## src/rtl/soqpsk_lut_arbiter.sv

```systemverilog
// Round-robin arbiter sharing one SOQPSK pulse-shape ROM among several shaper requesters.
// Each grant launches a one-hot owner tag down a ROM_LAT+1 deep pipe.
// The final tag stage marks which requester owns the sample now on rom_q.
module soqpsk_lut_arbiter #(
    parameter int unsigned NUM_REQ = 4,
    parameter int unsigned ADDR_W  = 9,
    parameter int unsigned DATA_W  = 14,
    parameter int unsigned ROM_LAT = 2
) (
    input  logic                      clock,
    input  logic                      reset_n,
    input  logic                      enable,
    input  logic [NUM_REQ-1:0]        req,
    input  logic [NUM_REQ*ADDR_W-1:0] req_addr,
    output logic [NUM_REQ-1:0]        gnt,
    output logic [ADDR_W-1:0]         rom_address,
    input  logic [DATA_W-1:0]         rom_q,
    output logic [NUM_REQ-1:0]        rd_valid,
    output logic [DATA_W-1:0]         rd_data,
    output logic                      busy
);

    localparam int unsigned PtrW = $clog2(NUM_REQ);
    localparam logic [PtrW-1:0] LastIdx = PtrW'(NUM_REQ - 1);

    // tag_q[0] is the grant register; tag_q[ROM_LAT] lines up with rom_q
    logic [NUM_REQ-1:0] tag_q [0:ROM_LAT];
    logic [ADDR_W-1:0]  rom_addr_q;
    logic [PtrW-1:0]    last_grant_q;

    logic [NUM_REQ-1:0] eligible;
    logic               win_found;
    logic [PtrW-1:0]    win_idx;
    logic [NUM_REQ-1:0] win_onehot;
    logic [ADDR_W-1:0]  win_addr;

    // Round-robin search starting just after the last winner, wrapping modulo NUM_REQ
    always_comb begin : arb
        int unsigned     cand;
        logic [PtrW-1:0] cand_idx;
        cand       = 0;
        cand_idx   = '0;
        // A requester granted this cycle still holds req; mask it to avoid a double grant
        eligible   = req & ~tag_q[0] & {NUM_REQ{enable}};
        win_found  = 1'b0;
        win_idx    = '0;
        for (int unsigned off = 1; off <= NUM_REQ; off++) begin
            cand     = (32'(last_grant_q) + off) % NUM_REQ;
            cand_idx = PtrW'(cand);
            if (!win_found && eligible[cand_idx]) begin
                win_found = 1'b1;
                win_idx   = cand_idx;
            end
        end
        win_onehot = '0;
        if (win_found) begin
            win_onehot[win_idx] = 1'b1;
        end
        win_addr = req_addr[32'(win_idx)*ADDR_W +: ADDR_W];
    end

    // Grant, ROM address, pointer and owner-tag pipeline registers
    always_ff @(posedge clock) begin
        if (!reset_n) begin
            for (int unsigned s = 0; s <= ROM_LAT; s++) begin
                tag_q[s] <= '0;
            end
            rom_addr_q   <= '0;
            last_grant_q <= LastIdx;
        end else begin
            tag_q[0] <= win_onehot;
            for (int unsigned s = 1; s <= ROM_LAT; s++) begin
                tag_q[s] <= tag_q[s-1];
            end
            if (win_found) begin
                rom_addr_q   <= win_addr;
                last_grant_q <= win_idx;
            end
        end
    end

    // Busy while a grant is out or any tag is still travelling to the ROM output
    always_comb begin
        busy = 1'b0;
        for (int unsigned s = 0; s <= ROM_LAT; s++) begin
            busy = busy | (|tag_q[s]);
        end
    end

    assign gnt         = tag_q[0];
    assign rd_valid    = tag_q[ROM_LAT];
    assign rom_address = rom_addr_q;
    assign rd_data     = rom_q;

endmodule

```

## config.mk

```make
export PLATFORM = sky130hd
export DESIGN_NAME = soqpsk_lut_arbiter
export DESIGN_NICKNAME = d
export VERILOG_FILES = /design/src/rtl/soqpsk_lut_arbiter.sv
export SDC_FILE = /design/constraint.sdc
export NUM_CORES = 1
export LEC_CHECK = 0
export ABC_AREA = 1
export CORE_MARGIN = 1
export CORE_UTILIZATION = 40
export DETAILED_ROUTE_END_ITERATION = 16
export GPL_ROUTABILITY_DRIVEN = 0
export GPL_TIMING_DRIVEN = 0
export PLACE_DENSITY = 0.78
export SKIP_LAST_GASP = 1
export SLEW_MARGIN = 20
export SYNTH_ARGS = -nofsm -noshare
export SYNTH_HDL_FRONTEND = slang
export SYNTH_SLANG_ARGS = --single-unit
```

## constraint.sdc

```tcl
create_clock -name clock -period 1.95 [get_ports clock]
set_input_delay 0.195 -clock clock [delete_from_list [all_inputs] [get_ports clock]]
set_output_delay 0.195 -clock clock [all_outputs]
set_load 0.05 [all_outputs]
```

==> flow_metrics.env <==
export IMPL_rows=23
export IMPL_slew_viol_final=0
export IMPL_fin_crit_sh_pct=98.13
export IMPL_wl_per_cell_um=12.80
export IMPL_cp_start_kind="register"
export IMPL_finalSetupTns_ps=0
export IMPL_hold_violations=0
export IMPL_synthesis_area_sq_mm=0.001769
export IMPL_grt_overflow_total=0
export IMPL_wl_um=5096
export IMPL_syn_nets=310
export IMPL_reg2reg_to="rom_address[8]$_SDFFE_PN0P_"
export IMPL_core_area_sq_mm=0.004115
export IMPL_synth_seq_cells=23
export IMPL_synth_top_area_share_pct=26.03
export IMPL_vdd_drop_max_mv=1.305
export IMPL_vias=2022
export IMPL_syn_inst=253
export IMPL_avgSynthCellArea_sq_um=6.993
export IMPL_crit_path_start="last_grant_q[0]$_SDFFE_PN1P_"
export IMPL_viasPerCell=5.080
export IMPL_crit_arrival_ps=2090
export IMPL_switching_share_pct=53.13
export IMPL_die_y_um=68.51
export IMPL_nets=406
export IMPL_cts_tree="built"
export IMPL_setup_viol=0
export IMPL_design_area_sq_mm=0.002883
export IMPL_fp_dieArea_sq_mm=0.004693
export IMPL_status="finished, final reports clean"
export IMPL_ios=89
export IMPL_fin_ws_ps=36.48
export IMPL_clk_latency_ps=280
export IMPL_rsz0062_at_grt="yes"
export IMPL_dpl_worst_slack_ps=-381.3
export IMPL_hp_class="in2reg"
export IMPL_initialDrtViolationCount=101
export IMPL_syn_to_final_growth_pct=62.94
export IMPL_max_freq_mhz=522.6
export IMPL_cts_root_buf="clkbuf_8"
export IMPL_hold_depth=3
export IMPL_initial_core_util_pct=42.99
export IMPL_htreeDepth=1
export IMPL_antenna_found_initial=0
export IMPL_final_common_cell="clkdlybuf4s50_1"
export IMPL_antenna_left=0
export IMPL_die_x_um=68.51
export IMPL_synth_distinct_cells=25
export IMPL_combPwrFrac_pct=81.3
export IMPL_worst_pin_slew_ps=525.6
export IMPL_synth_edf_count=0
export IMPL_numCtsBuffers=3
export IMPL_globalRouteTotalUtil_pct=20.46
export IMPL_min_from="reset_n"
export IMPL_place_area_sq_mm=0.002562
export IMPL_crit_fanout=6
export IMPL_final_cells=398
export IMPL_ys_warnings_count=0
export IMPL_dpl_cell_count=376
export IMPL_drive_gt1_share_pct=32.47
export IMPL_post_route_min_period_ps=1914
export IMPL_finClkSkew_ps=7.633
export IMPL_diodes=0
export IMPL_ys_seq_area_share_pct=26.03
export IMPL_relSlewSlack_pct=64.85
export IMPL_synth_async_sr_flop_share_pct=0
export IMPL_path_class="reg2reg"
export IMPL_p_int_mw=2.707
export IMPL_crit_path_end_kind="register"
export IMPL_grt_pass1_vias=1772
export IMPL_ff2ff_setup_slack_ps=40
export IMPL_final_core_util_pct=70.05
export IMPL_r2r_start="last_grant_q[0]$_SDFFE_PN1P_"
export IMPL_clockBufferDepth=2
export IMPL_dp_hpwl_um=3521
export IMPL_power_mw=5.776
export IMPL_firstDrtPassIters=4
export IMPL_power_switching_mw=3.069
export IMPL_final_cell_mix="71 x clkdlybuf4s50_1, 63 x nand2_1, 36 x buf_4"
export IMPL_clkSinkCount=23
export IMPL_ff2ff_path_depth=14
export IMPL_timing_hold_ws_ps=328.0
export IMPL_maxCapViolations=0
export IMPL_cp_required_ps=2130
export IMPL_cts_hold_fix_buffers=0
export IMPL_p_seq_share_pct=13.2
export IMPL_p_leak_nw=1.386
export IMPL_grt_max_degree=15
export IMPL_clockPowerShare_pct=5.5
export IMPL_cts_clk_slew_worst_paths_ps=100
export IMPL_synth_area_leaders="dfxtp_1 26%, nand2_1 14%, buf_4 9.8%"
export IMPL_grt_pass1_wl_um=7293
export IMPL_synth_flop_cell="dfxtp_1"
export IMPL_yosysTopAreaCell="dfxtp_1"
export IMPL_portBuffers=73
export IMPL_crit_path_end="rom_address[8]$_SDFFE_PN0P_"
export IMPL_drc=0
export IMPL_power_density_mw_per_mm2=2004
## per-layer routing
layer	wire length, um	global-route usage, %	share of wire, %
met4	64	6.771	1.3
met2	2570	37.62	50
met3	426	3.947	8.4
met1	2034	23.40	40
met5	0	0	0
## state kept, by name (all words and copies together) (netlist names)
signal and flops:
tag_q 12, rom_address 9, last_grant_q 2
## cell families after synthesis
logic type | after synthesis | synth area share (%)
AO/OA/AOI/OAI | 10 | 2.970
flip-flops | 23 | 26.03
AND/OR/NAND/NOR | 167 | 52.33
buffers and inverters | 53 | 18.67
## final cells by class
cell class                 instances  area, sq um
fill                             360         1232
buffer                            32        257.7
tap                               50        62.56
clock buffer                       3        41.29
sequential                        23        471.7
inverter                          21        91.34
multi-input combinational        177         1052
clock inverter                     1        7.507
timing repair buffer              91        898.4
## cell usage after synthesis (3+ instances only)
| master | instances |
|---|---|
| buf_4 | 23 |
| nand3_1 | 27 |
| nand4_1 | 12 |
| nor2_1 | 14 |
| nand3_2 | 16 |
| nand2_2 | 7 |
| nand2_1 | 67 |
| clkbuf_1 | 3 |
| nor3_1 | 4 |
| nand2_4 | 3 |
| nor2_2 | 9 |
| inv_1 | 18 |
| nor4_1 | 3 |
| dfxtp_1 | 23 |
| buf_6 | 4 |
| o21ai_0 | 7 |
## power by group through the flow
stage	logic (mW)	registers [mW]	clock network (mW)
2_1_floorplan	2.82	0.951	0
6_report	4.70	0.760	0.320
5_1_grt	5.04	0.777	0.336
3_3_place_gp	3.83	0.734	0
3_5_place_dp	3.90	0.735	0
4_1_cts	4.14	0.730	0.323
## worst min-delay path by stage
stage / slack, ps / end
CTS: 320 / rom_address[2]$_SDFFE_PN0P_
global placement: 410 / tag_q[0][8]$_SDFF_PN0_
global route: 350 / rom_address[2]$_SDFFE_PN0P_
detailed placement: 420 / tag_q[0][11]$_SDFF_PN0_
floorplan: 400 / rom_address[2]$_SDFFE_PN0P_
finish: 330 / rom_address[2]$_SDFFE_PN0P_
## worst max-delay path, cell delays in order (launching register included)
cell and delay (ps):
dfxtp_4 390, buf_6 130, nand2_2 50, nand2_2 100, nand3_2 110, nand2_4 150
nand4_4 170, buf_4 180, buf_4 120, nand4_1 70, nand2_1 60, nand2_1 60
nand3_1 90, nand2_1 90, inv_1 40
## timing repair
item,CTS,global route
setup endpoints to repair,10,14
resized for setup,6,31
pin swaps,3,25
buffers inserted,4,11
cloned,0,3
Note: power is estimated with default switching activity, not from simulation.
